## config.mk

```make
export PLATFORM = sky130hd
export DESIGN_NAME = counter_updown_mod
export DESIGN_NICKNAME = d
export VERILOG_FILES = /design/src/rtl/counter_updown_mod_pkg.sv /design/src/rtl/counter_updown_mod_tick_prescaler.sv /design/src/rtl/counter_updown_mod.sv
export SDC_FILE = /design/constraint.sdc
export NUM_CORES = 1
export LEC_CHECK = 0
export ABC_CLOCK_PERIOD_IN_PS = 3700
export CAP_MARGIN = 10
export CORE_MARGIN = 5
export CORE_UTILIZATION = 52
export DETAILED_ROUTE_END_ITERATION = 7
export GPL_TIMING_DRIVEN = 0
export PLACE_DENSITY = 0.84
export SYNTH_ARGS = -nofsm -noshare
export SYNTH_HDL_FRONTEND = slang
export SYNTH_SLANG_ARGS = --single-unit
```

## constraint.sdc

```tcl
create_clock -name clk -period 3.7 [get_ports clk]
set_input_delay 0.37 -clock clk [delete_from_list [all_inputs] [get_ports clk]]
set_output_delay 0.37 -clock clk [all_outputs]
set_load 0.02 [all_outputs]
```

## src/rtl/counter_updown_mod_pkg.sv

```systemverilog
// Shared defaults and elaboration helpers for the up/down modulo counter family.
package counter_updown_mod_pkg;

    localparam int DEF_WIDTH    = 8;
    localparam int DEF_MODULUS  = 256;
    localparam int DEF_PRESCALE = 1;
    localparam int DEF_SATURATE = 0;

    // A prescale of 1 still gets a 1-bit register so the sub-module needs no special case.
    function automatic int pre_width(input int prescale);
        return (prescale > 1) ? $clog2(prescale) : 1;
    endfunction

    function automatic bit params_legal(input int width, input int modulus, input int prescale);
        return (modulus >= 2) && (longint'(modulus) <= (longint'(1) << width)) && (prescale >= 1);
    endfunction

endpackage

```

## src/rtl/counter_updown_mod_tick_prescaler.sv

```systemverilog
// Enable prescaler: emits one tick per PRESCALE enabled cycles; en=0 freezes the phase.
module tick_prescaler
    import counter_updown_mod_pkg::*;
#(
    parameter int PRESCALE = DEF_PRESCALE
) (
    input  logic clk,
    input  logic rst,
    input  logic en,
    input  logic clr_pre,
    output logic tick
);

    localparam int            PW      = pre_width(PRESCALE);
    localparam logic [PW-1:0] PRE_MAX = PW'(PRESCALE - 1);

    logic [PW-1:0] r_pre;

    assign tick = en && (r_pre == PRE_MAX);

    always_ff @(posedge clk or posedge rst) begin
        if (rst) begin
            r_pre <= '0;
        end else if (clr_pre || tick) begin
            r_pre <= '0;
        end else if (en) begin
            r_pre <= r_pre + 1'b1;
        end
    end

endmodule

```

## src/rtl/counter_updown_mod.sv

```systemverilog
// WIDTH-bit modulo-MODULUS up/down counter with prescaler, clear, clamped load,
// optional saturation, registered boundary pulses and combinational terminal count.
module counter_updown_mod
    import counter_updown_mod_pkg::*;
#(
    parameter int WIDTH    = DEF_WIDTH,
    parameter int MODULUS  = DEF_MODULUS,
    parameter int PRESCALE = DEF_PRESCALE,
    parameter int SATURATE = DEF_SATURATE
) (
    input  logic             clk,
    input  logic             rst,
    input  logic             en,
    input  logic             up,
    input  logic             clr,
    input  logic             load,
    input  logic [WIDTH-1:0] load_val,
    output logic [WIDTH-1:0] count,
    output logic             ovf,
    output logic             unf,
    output logic             tc
);

    generate
        if (!params_legal(WIDTH, MODULUS, PRESCALE)) begin : g_bad_params
            $error("counter_updown_mod: illegal WIDTH/MODULUS/PRESCALE combination");
        end
    endgenerate

    localparam logic [WIDTH-1:0] MAX_VAL = WIDTH'(MODULUS - 1);

    logic [WIDTH-1:0] r_count;
    logic             r_ovf;
    logic             r_unf;
    logic [WIDTH-1:0] w_count_next;
    logic             w_ovf_next;
    logic             w_unf_next;
    logic             w_tick;
    logic             w_clr_pre;

    assign w_clr_pre = clr | load;

    tick_prescaler #(
        .PRESCALE (PRESCALE)
    ) u_prescaler (
        .clk     (clk),
        .rst     (rst),
        .en      (en),
        .clr_pre (w_clr_pre),
        .tick    (w_tick)
    );

    // Boundaries are compared explicitly so MODULUS below 2^WIDTH wraps correctly.
    always_comb begin
        w_count_next = r_count;
        w_ovf_next   = 1'b0;
        w_unf_next   = 1'b0;
        if (clr) begin
            w_count_next = '0;
        end else if (load) begin
            w_count_next = (load_val > MAX_VAL) ? MAX_VAL : load_val;
        end else if (w_tick) begin
            if (up) begin
                if (r_count == MAX_VAL) begin
                    w_ovf_next = 1'b1;
                    if (SATURATE == 0) w_count_next = '0;
                end else begin
                    w_count_next = r_count + 1'b1;
                end
            end else begin
                if (r_count == '0) begin
                    w_unf_next = 1'b1;
                    if (SATURATE == 0) w_count_next = MAX_VAL;
                end else begin
                    w_count_next = r_count - 1'b1;
                end
            end
        end
    end

    always_ff @(posedge clk or posedge rst) begin
        if (rst) begin
            r_count <= '0;
            r_ovf   <= 1'b0;
            r_unf   <= 1'b0;
        end else begin
            r_count <= w_count_next;
            r_ovf   <= w_ovf_next;
            r_unf   <= w_unf_next;
        end
    end

    assign count = r_count;
    assign ovf   = r_ovf;
    assign unf   = r_unf;
    assign tc    = (up && (r_count == MAX_VAL)) || (!up && (r_count == '0));

endmodule

```

After elaboration in Yosys (flattened, before gate mapping)
Index checks and enable logic that the tools add are counted.
Widths: inputs -> output; s select.
{ "totals": {"out_inout_bits": 11, "wordCells": 39, "reg_bits": 11} }
{ "classes": {"mux": 19, "n_lt_le_gt_ge": 1, "n_bitwise": 2, "add_sub_neg": 3, "n_eq_ne": 1, "n_reduce_logical": 9} }
{ "op_table": {"columns": ["op", "n"], "rows": [
  ["$mux 8", 7],
  ["$mux 1", 12],
  ["$add 8x1->8 const B", 1],
  ["$eq 8x8->1 const B", 1],
  ["$gt 8x8->1 const B", 1],
  ["$logic_not 8->1", 1],
  ["$sub 8x1->8 const B", 1],
  ["$logic_and 1x1->1", 3],
  ["$reduce_bool 3->1", 1],
  ["$logic_or 1x1->1", 2],
  ["$reduce_bool 2->1", 1],
  ["$add 1x1->1 const B", 1],
  ["$logic_not 1->1", 1],
  ["$not 1->1", 1],
  ["$or 1x1->1", 1]
]} }

Depth between registers and ports, before layout
Gate-level depths: netlist (run 1).
{ "logic_depth": {"ltp_word": 6, "depth_mapped": 7, "depth_no_buf": 6} }

By module
A second synthesis (run 1) with hierarchy kept.
{ "unflattened": {"hier_cells": 116, "area_unflattened_um2": 945.9} }
{ "modules_own_cells": {"columns": ["mod", "cells_each", "area_per_inst_um2", "seq_area_each_um2", "n_inst"], "rows": [
  ["counter_updown_mod", 112, 895.9, 250.2, 1],
  ["tick_prescaler", 4, 50.0, 25.0, 1]
]} }

Worst setup path after synthesis (run 1)
OpenSTA, ideal clock, no wires.
{ "synth_timing": {"path_type": "register to output", "startpoint": "reg r_count[1] (netlist: count[1])", "endpoint": "out tc", "path_slack_ns": 1.936, "arrival_ns": 1.394, "t_required_ns": 3.330, "stages_incl_launch_ff": 7, "cell_sequence": "dfrtp_1 > buf_2 > inv_1 > ha_1 > nor4b_4 > nand2_1 > nand2_1"} }
{ "synth_via": {"elab_chain_len": 3, "elab_cells_between_ends": 5, "cone_classes": "eq/ne (1); reduce/logical (4)"} }
{ "synth_rtl": {"columns": ["element", "line", "text"], "rows": [
  ["start, declared", "counter_updown_mod.sv:32", "logic [WIDTH-1:0] r_count;"],
  ["start signal, assigned", "counter_updown_mod.sv:87", "r_count <= w_count_next;"],
  ["$eq 8x8->1 / $logic_not 8->1 (equally long branches)", "counter_updown_mod.sv:96", "assign tc = (up && (r_count == MAX_VAL)) || (!up && (r_count == '0));"],
  ["$logic_and 1x1->1", "counter_updown_mod.sv:96", null],
  ["$logic_or 1x1->1 *", "counter_updown_mod.sv:96", null],
  ["end, declared", "counter_updown_mod.sv:21", "output logic tc"]
]} }
Mark *: on every way between the ends. The rest lies on a longest branch, timed or not.

Final worst setup path (run 1)
{ "layout_timing": {"startpoint": "reg r_count[0] (netlist: count[0])", "endpoint": "out tc"} }
Same word-level chain as after synthesis.

==> key figures, run 1 <==
Critical path
  – Slowest-stage cell, CP: clkdlybuf4s50_1
  – R2R Path End: count[2]$_DFFE_PP0P_
  – Critical Path RT: 3330 ps
  – Delay-heaviest family, CP: buffers and inverters
  – Cells along the critical path: inv_1 -> ha_1 -> nor4b_4 -> nand2_1 -> nand2_1 -> clkdlybuf4s50_1
  – FF-to-FF path depth: 6
  – Critical Path Start: count[0]$_DFFE_PP0P_
  – CP Capture Point: tc
  – CP Capture Type: output port
  – Startpoint Class: register
  – Crit path buf inv count: 2
  – Reg-to-reg slack, setup: 1910 ps
  – Max incr delay on CP: 600 ps
  – Crit-path max FO: 9
  – Most used cell, CP: nand2_1
  – Beginning of the worst register-to-register path: count[0]$_DFFE_PP0P_
  – Kind of critical path: reg2out
  – WP depth: 6
  – Crit path DAT: 2310 ps

STA
  – Final Setup Violations: 0
  – Worst Clk Skew: 0.426 ps
  – Slew Limit Fails: 0
  – Max frequency: 0.372 GHz
  – Rel. slew slack: 70.0%
  – Crit path time final: 2680 ps
  – Fin. Hold Viols: 0
  – Sum Neg Setup Slack: 0 ps
  – Fin worst setup slack: 1020 ps
  – RSZ-0062 raised after global routing: false
  – Tcrit/Tclk final: 72.6%
  – Hold_ws: 384 ps
  – Worst Max-Slew Pin Slew: 446 ps

Yosys
  – Synth Net Count: 135
  – Ys async rst share: 100%
  – Cells after Synth: 118
  – Top cell type by total area after synthesis: dfrtp_1
  – Share of the synthesized area in the top cell type: 28.2%
  – Mapped cell area: 976 um2
  – Largest cells by area after synthesis: dfrtp_1, nand2_1, nand3_1, ha_1, o211ai_1
  – Syn. warnings: 0
  – Count of cell types in the netlist: 44
  – Seq cells post-synth: 11
  – Cell with the most instances after synthesis: nand2_1
  – Leading register cell type out of synthesis: dfrtp_1
  – Post-synth EDFFs: 0
  – Post-synth top cells: nand2_1, dfrtp_1, nand3_1, nor2_1
  – Syn_area_per_cell: 8.27 um2
  – Sequential area share after synthesis: 28.2%

CTS
  – CTS Hold Bufs: 0
  – H-tree depth: 1
  – Clock-pin slew on the worst setup and hold paths: 80 ps
  – Setup Buffers After CTS: 0
  – Num CTS Buffers: 3
  – Clock Path Buffers: 2
  – Clock Tree Root: clkbuf_4
  – CTS tree: built
  – Clk sink count: 11
  – Clk_lat worst skew: 280 ps
  – Post-CTS sizing: 0

Floorplanning
  – Row count: 15
  – DIE AREA: 2840 um2
  – Core Area: 1760 um2
  – Ports: 25
  – Initial Utilization: 55.3%
  – Die Y: 53.3 um
  – Die X: 53.3 um

GRT
  – Global Route Usage Sum: 21.6%
  – Vias in the first global route: 1035
  – Initial antenna violation count: 0
  – First-pass GRT wire length: 4.49 mm
  – Global route overflow: 0
  – Largest net degree at the start of global routing: 12

Layout
  – Area Overhead vs Synth: 30.6%
  – Fin area: 1270 um2
  – Util after Layout: 72.3%
  – Final nets: 164
  – Layout cell share with drive strength beyond 1: 10.3%
  – Filler cells: 151
  – ANT cells: 0

Place
  – Placed Area: 1250 um2
  – Final HPWL DP: 1.99 mm
  – Number of buffers added on ports: 24
  – Pre-CTS WS: 1310 ps
  – Final GP Congestion: 0.890

Power
  – Leakage: 0.516 nW
  – Max VDD drop: 201 uV
  – PD cells: 288 nW/um2

Detailed routing
  – Wire per inst: 15.3 um
  – Initial drt markers: 36
  – Drt first pass iters: 4
  – Drc violations: 0
  – Average via count per standard cell: 6.08
  – Routed via count: 1040
  – Final wirelength: 2.62 mm
  – Antenna Nets Post-Route: 0

Outcome
  – Status: finished clean

Job
  – Number of max-cap violations: 0

Min path
  – Min-Delay Path Class: in2async
==> logic make-up (layout without fill, tap and decap cells) <==
group                    count (synthesis)  count (layout)  share of synthesized area, %
flip-flops                              11              11                          28.2
adder cells (fa/ha/maj)                  3               3                          3.85
AND/OR/NAND/NOR                         49              49                          29.9
XOR/XNOR                                 6               6                          5.38
multiplexers                             1               1                          1.03
AO/OA/AOI/OAI                           32              32                          23.6
buffers and inverters                   16              44                          8.08
==> layout make-up <==
class	instances	area (um2)	share of cell area, %
inverters	6	22.5	1.77
clock inverters	1	5.00	0.393
clock buffers	3	22.5	1.77
repair buffers	24	240	18.8
multi-input cells	91	622	48.8
well taps	25	31.3	2.45
flip-flops and latches	11	275	21.6
plain buffers	10	56.3	4.42
==> stage by stage <==
step           power (W)  std cells
2_1_floorplan   0.000231        118
3_3_place_gp    0.000277        167
3_5_place_dp    0.000281        167
4_1_cts         0.000367        171
5_1_grt         0.000389        171
6_report        0.000367        171
==> worst min path at each step <==
stage / from / endpoint / cells past startpoint / slack (ps)
finish: rst / u_prescaler.r_pre$_DFFE_PP0P_ / 2 / 380
global route: rst / count[4]$_DFFE_PP0P_ / 2 / 450
CTS: rst / u_prescaler.r_pre$_DFFE_PP0P_ / 2 / 400
detailed placement: u_prescaler.r_pre$_DFFE_PP0P_ / u_prescaler.r_pre$_DFFE_PP0P_ / 1 / 550
global placement: u_prescaler.r_pre$_DFFE_PP0P_ / u_prescaler.r_pre$_DFFE_PP0P_ / 1 / 550
floorplan: rst / count[0]$_DFFE_PP0P_ / 1 / 220
==> layer usage <==
layer	vias up	routed length (um)	GRT usage, %
met2	49	1250	37.8
met1	491	1150	25.5
met4	0	70	9.36
met3	9	150	3.38
met5	-	0	0
li1	491	-	-
==> power breakdown <==
| part | switching [W] | leakage (nW) | internal (W) |
|---|---|---|---|
| registers | 0.00000828 | 0.147 | 0.000127 |
| logic | 0.0000772 | 0.351 | 0.0000681 |
| clock network | 0.0000466 | 0.0177 | 0.0000402 |
| total | 0.000132 | 0.516 | 0.000235 |
==> state kept, by name, indices dropped and copies added, names as in the netlist <==
| name | count |
|---|---|
| count | 8 |
| u_prescaler.r_pre | 1 |
| unf | 1 |
| ovf | 1 |
==> cell usage in the layout, fill, tap and decap left out, types with 3 or more instances in the layout <==
cell type	Yosys	final
o211ai_1	5	5
a21oi_1	5	5
and2_1	3	3
xor2_1	4	4
a31oi_1	4	4
clkbuf_4	0	3
clkdlybuf4s50_1	0	24
dfrtp_1	11	11
clkbuf_1	4	4
inv_1	5	5
ha_1	3	3
nand2_1	13	13
nor2_1	8	8
buf_2	3	3
nand3_1	8	8
Power figures use the tool's default switching activity.
==> run 2, diff against run 1 <==
- ABC_CLOCK_PERIOD_IN_PS: 3700 -> 2500
- CORE_UTILIZATION: 52 -> 48
- PLACE_DENSITY: 0.84 -> 0.79
- clock period: 3.7 -> 2.5 ns (I/O delays scaled with it)
==> run 2 against run 1 <==
Compared with the run above:
- routed wire length up 0.31%
- global-route usage down 1.6 points
- critical path depth up 1
- hold slack worse by 130 ps
- cell count up 1.2%
- clock power up 52%
- critical path type unchanged
- largest cell class unchanged
- highest routed layer unchanged
==> key figures, run 2 (synthesized netlist as in run 1, its figures left out) <==
STA
  – Tcrit/Tclk final: 92.4%
  – Crit path time final: 2310 ps
  – Fin. Hold Viols: 0
  – Slew Limit Fails: 0
  – Rel. slew slack: 67.5%
  – RSZ-0062 raised after global routing: false
  – Worst Max-Slew Pin Slew: 484 ps
  – Max frequency: 0.433 GHz
  – Final Setup Violations: 0
  – Worst Clk Skew: 10.4 ps
  – Sum Neg Setup Slack: 0 ps

Critical path
  – Crit path DAT: 2060 ps
  – Crit-path max FO: 8
  – Cells along the critical path: buf_2 -> inv_1 -> ha_1 -> nor4b_4 -> nand2_1 -> nand2_1 -> dlygate4sd2_1
  – Crit path buf inv count: 3
  – R2R Path End: count[2]$_DFFE_PP0P_
  – Most used cell, CP: nand2_1
  – Kind of critical path: reg2out
  – Beginning of the worst register-to-register path: count[1]$_DFFE_PP0P_
  – CP Capture Type: output port
  – Delay-heaviest family, CP: buffers and inverters
  – Startpoint Class: register
  – FF-to-FF path depth: 7
  – Critical Path RT: 2250 ps
  – Slowest-stage cell, CP: dfrtp_1
  – Reg-to-reg slack, setup: 720 ps
  – Max incr delay on CP: 410 ps

Layout
  – Final nets: 164
  – ANT cells: 0
  – Area of the multi-input gates: 622 um2
  – Area Overhead vs Synth: 30.9%
  – Sequential cell area: 277 um2
  – Max reg flops: 8
  – Filler cells: 182
  – Most common cell after layout, fill and taps aside: clkdlybuf4s50_1
  – Highest-count cells in the layout ignoring fill and taps: clkdlybuf4s50_1, nand2_1, dfrtp_1
  – Util after Layout: 65.8%
  – Layout cell share with drive strength beyond 1: 11.0%

CTS
  – CTS tree: built
  – Clock-pin slew on the worst setup and hold paths: 80 ps
  – Clock Tree Root: clkbuf_4
  – Clk sink count: 11
  – H-tree depth: 1
  – Num CTS Buffers: 3
  – Clk_lat worst skew: 290 ps
  – Setup Buffers After CTS: 0
  – Clock Path Buffers: 2

Detailed routing
  – Routed via count: 1008
  – Final wirelength: 2.63 mm
  – Drt first pass iters: 4
  – Drc violations: 0
  – Routed wl met2: 1.27 mm
  – Top Layer Used: met4
  – Wire per inst: 15.2 um
  – Antenna Nets Post-Route: 0
  – Initial drt markers: 32
  – WL met1: 1.12 mm
  – Met3 Wirelength: 203 um
  – Average via count per standard cell: 5.83

GRT
  – Global Route Usage Sum: 20.0%
  – First-pass GRT wire length: 4.35 mm
  – Vias in the first global route: 960
  – Largest net degree at the start of global routing: 12
  – Initial antenna violation count: 0
  – Global route overflow: 0

Floorplanning
  – DIE AREA: 3030 um2
  – Initial Utilization: 50.3%
  – Ports: 25
  – Row count: 16
  – Die X: 55.1 um
  – Die Y: 55.1 um
  – Core Area: 1940 um2

Place
  – Number of buffers added on ports: 24
  – Final HPWL DP: 2.00 mm
  – Final GP Congestion: 0.930

Job
  – Number of max-cap violations: 0

Min path
  – Min-Delay Path Class: in2async

Power
  – Leakage: 0.519 nW
  – Max VDD drop: 319 uV
  – PD cells: 428 nW/um2
  – Total power: 0.000547 W

Outcome
  – Status: finished clean
==> run 2: changes by cell type in the layout (fill, tap and decap cells not counted), sizes merged <==
cell           delta
clkdlybuf4s50     -1
dlygate4sd2       +1
==> run 2: worst max path at each step <==
stage                         startpoint                    to  slack (ps)  depth (start not counted)
floorplan           count[0]$_DFFE_PP0P_  count[7]$_DFFE_PP0P_         840                          6
global placement    count[0]$_DFFE_PP0P_                    tc         240                          6
detailed placement  count[0]$_DFFE_PP0P_                    tc         220                          6
CTS                 count[1]$_DFFE_PP0P_                    tc         180                          7
global route        count[1]$_DFFE_PP0P_                    tc          70                          7
finish              count[1]$_DFFE_PP0P_                    tc         190                          7
==> run 2: final cells by class <==
cell class / instances / area share, %
buffer: 10 / 4.41
clock buffer: 3 / 1.76
clock inverter: 1 / 0.392
inverter: 6 / 1.76
multi-input combinational: 91 / 48.7
sequential: 11 / 21.6
tap: 27 / 2.64
timing repair buffer: 24 / 18.7
==> run 2: power breakdown <==
group | leakage (nW) | internal, W | total [W] | switching (W)
clock | 0.0177 | 0.0000596 | 0.000132 | 0.0000729
combinational | 0.355 | 0.0000998 | 0.000214 | 0.000114
sequential | 0.145 | 0.000188 | 0.000201 | 0.0000128
==> run 2: stage by stage <==
stage | std cells | cell area, um2 | setup WS, ps | hold WS, ps
after global placement | 169 | 1250 | 238 | 545
after detailed placement | 169 | 1250 | 218 | 557
after global routing | 173 | 1280 | 69.8 | 294
after CTS | 173 | 1280 | 181 | 270
final | 173 | 1280 | 191 | 257
after floorplan | 118 | 976 | 840 | 102
==> run 2: per-layer routing <==
metal,GRT usage [%],vias to the layer above
li1,-,490
met1,25.9,468
met2,33.7,45
met3,3.49,5
met4,6.07,0
met5,0,-
==> run 2: repair_timing <==
item | 4_1_cts | 5_1_grt
gates resized for setup | 2 | 0
endpoints found under the hold margin | 0 | 0
setup endpoints to repair | 1 | 0
hold buffers | 0 | 0
==> patch (settings of run 2) <==
Register the output `count` once more, with the module's reset; this adds one clock of latency there. The other outputs are not delayed to match. Comments in the files are not updated.
--- a/src/rtl/counter_updown_mod.sv
+++ b/src/rtl/counter_updown_mod.sv
@@ -92,3 +92,9 @@
 
-    assign count = r_count;
+    always_ff @(posedge clk or posedge rst) begin
+        if (rst) begin
+            count <= '0;
+        end else begin
+            count <= r_count;
+        end
+    end
     assign ovf   = r_ovf;
Check against the original RTL: not equivalent (a bounded check fails within 4 cycles, from zero or initial values and one cycle with rst high).
==> patch against run 2 <==
  * Core utilization is 4.6 points lower
  * Sequential cell count up 8
  * Cell area rose by 15%
  * Synthesized cell count increased by 14%
  * Power grew 35%
  * Die area is 17% higher
  * Worst hold slack gained 90 ps
  * Critical path depth fell by 2
  * Area after synthesis rose by 21%
  * Routed wire length up 7.2%
  * Worst setup slack better by 4.1 ps
  * Clock skew is 7.8 ps lower
  * Sequential power is 73% higher
  * Largest power group is now registers
==> patch: results (changes against run 2) <==
Status -> completed (unchanged)
P_leak -> 0.611 nW (was 0.519 nW)
Setup slack, reg-to-reg -> 390 ps (was 720 ps)
Crit Path Max Fanout -> 9 (was 8)
Top post-synthesis cells by count -> 19 x dfrtp_1, 12 x a21oi_1, 12 x nor2_1 (was 13 x nand2_1, 11 x dfrtp_1, 8 x nand3_1, 8 x nor2_1)
Crit-path max cell delay -> 520 ps (was 410 ps)
Vias -> 1139 (was 1008)
Gr usage total -> 18.1% (was 20.0%)
Clock tree root buffer cell -> clkbuf_4 (unchanged)
Layout cells sized above 1 -> 11.8% (was 11.0%)
Sequential-to-total area share from yosys stat -> 40.1% (was 28.2%)
Fraction of registers with async set/reset -> 100% (unchanged)
First-pass GRT wire length -> 4.91 mm (was 4.35 mm)
Highest routed layer -> met4 (unchanged)
Synth cell types -> 43 (was 44)
Crit path max-delay cell type -> or4_4 (was dfrtp_1)
Skew-Pair Late Insertion Delay -> 310 ps (was 290 ps)
Largest net degree at the start of global routing -> 20 (was 12)
PortBufs -> 23 (was 24)
Clk slew on worst S/H paths -> 110 ps (was 80 ps)
Initial antenna violation count -> 0 (unchanged)
R2r startpoint -> r_count[0]$_DFFE_PP0P_ (was count[1]$_DFFE_PP0P_)
Worst-Margin Slew -> 715 ps (was 484 ps)
Synth warn -> 0 (unchanged)
DR WL/cell -> 14.8 microns (was 15.2 microns)
Inserted Diodes -> 0 (unchanged)
Synth area leaders -> dfrtp_1 40%, a21oi_1 5.1%, nor2_1 3.8% (was dfrtp_1 28%, nand2_1 5.0%, nand3_1 4.1%)
Gpl congestion -> 0.907 (was 0.930)
Worst Skew -> 2.63 ps (was 10.4 ps)
# nets final -> 179 (was 164)
Clock buffer depth -> 2 (unchanged)
Routed wl met2 -> 1.38 mm (was 1.27 mm)
Peak VDD IR -> 347 uV (was 319 uV)
Critical path's top delay family -> simple AND/OR/NAND/NOR gates (was buffers and inverters)
First drt pass iteration count -> 4 (unchanged)
Critical Path Source -> r_count[5]$_DFFE_PP0P_ (was count[1]$_DFFE_PP0P_)
Syn_nets -> 151 (was 135)
Largest registers in the final layout -> count (8), r_count (8)
Routing usage on met2 -> 28.9% (was 33.7%)
H-tree depth -> 1 (unchanged)
First DRT Iteration DRCs -> 41 (was 32)
Met3 Usage GRT -> 3.67% (was 3.49%)
DP HPWL -> 2.16 mm (was 2.00 mm)
M1 GR Usage -> 23.4% (was 25.9%)
Met3 WL -> 221 microns (was 203 microns)
Metal-1 WL -> 1.17 mm (was 1.12 mm)
HP Class -> input port to asynchronous set/reset pin (unchanged)
CTS buffer count -> 3 (unchanged)
Routed Antenna Nets -> 0 (unchanged)
[patch: cells by family (layout without fill, tap and decap cells)]
group                    Yosys count  after routing  synth area share, %
flip-flops                        19             19                 40.1
adder cells (fa/ha/maj)            3              3                 3.17
AO/OA/AOI/OAI                     36             36                 20.7
multiplexers                       1              1                0.845
XOR/XNOR                           6              6                 4.44
AND/OR/NAND/NOR                   52             52                 24.2
buffers and inverters             17             44                 6.55
[patch: per-stage QoR]
step                      util (%)  hold WS (ps)  area [sq um]  cells  setup slack (ps)
after floorplan                  -           201          1180    134               652
after global placement        60.3           359          1450    187               117
after detailed placement      60.3           365          1450    187               105
after CTS                     61.3           367          1480    191              21.6
after global routing          61.2           414          1480    191               124
final                         61.2           347          1480    191               195
[patch: power by group]
part	leakage (nW)	switching, mW	internal [mW]
Sequential	0.250	0.0178	0.330
Clock	0.0150	0.0974	0.0624
Combinational	0.346	0.126	0.105
[patch: area by class of cell]
| type | instances | area (sq um) |
|---|---|---|
| Tap cell | 30 | 37.5 |
| Sequential cell | 19 | 477 |
| Multi-Input combinational cell | 98 | 632 |
| Fill cell | 214 | 935 |
| Buffer | 8 | 42.5 |
| Inverter | 9 | 35.0 |
| Clock buffer | 4 | 26.3 |
| Timing Repair Buffer | 23 | 225 |
[patch: worst paths after layout]
check                                               to  depth (start not counted)
worst max-delay path                                tc                          5
worst min-delay path            r_count[7]$_DFFE_PP0P_                          2
worst max register to register  r_count[6]$_DFFE_PP0P_                          7
worst min register to register      count[5]$_DFF_PP0_                          0
max in group asynchronous       r_count[0]$_DFFE_PP0P_                          2
min in group clk                    count[5]$_DFF_PP0_                          0
[patch: what timing repair did]
| item | CTS | global route |
|---|---|---|
| gates cloned | 0 | 0 |
| setup endpoints to repair | 1 | 1 |
| resized for setup | 1 | 3 |
| setup buffers | 0 | 0 |
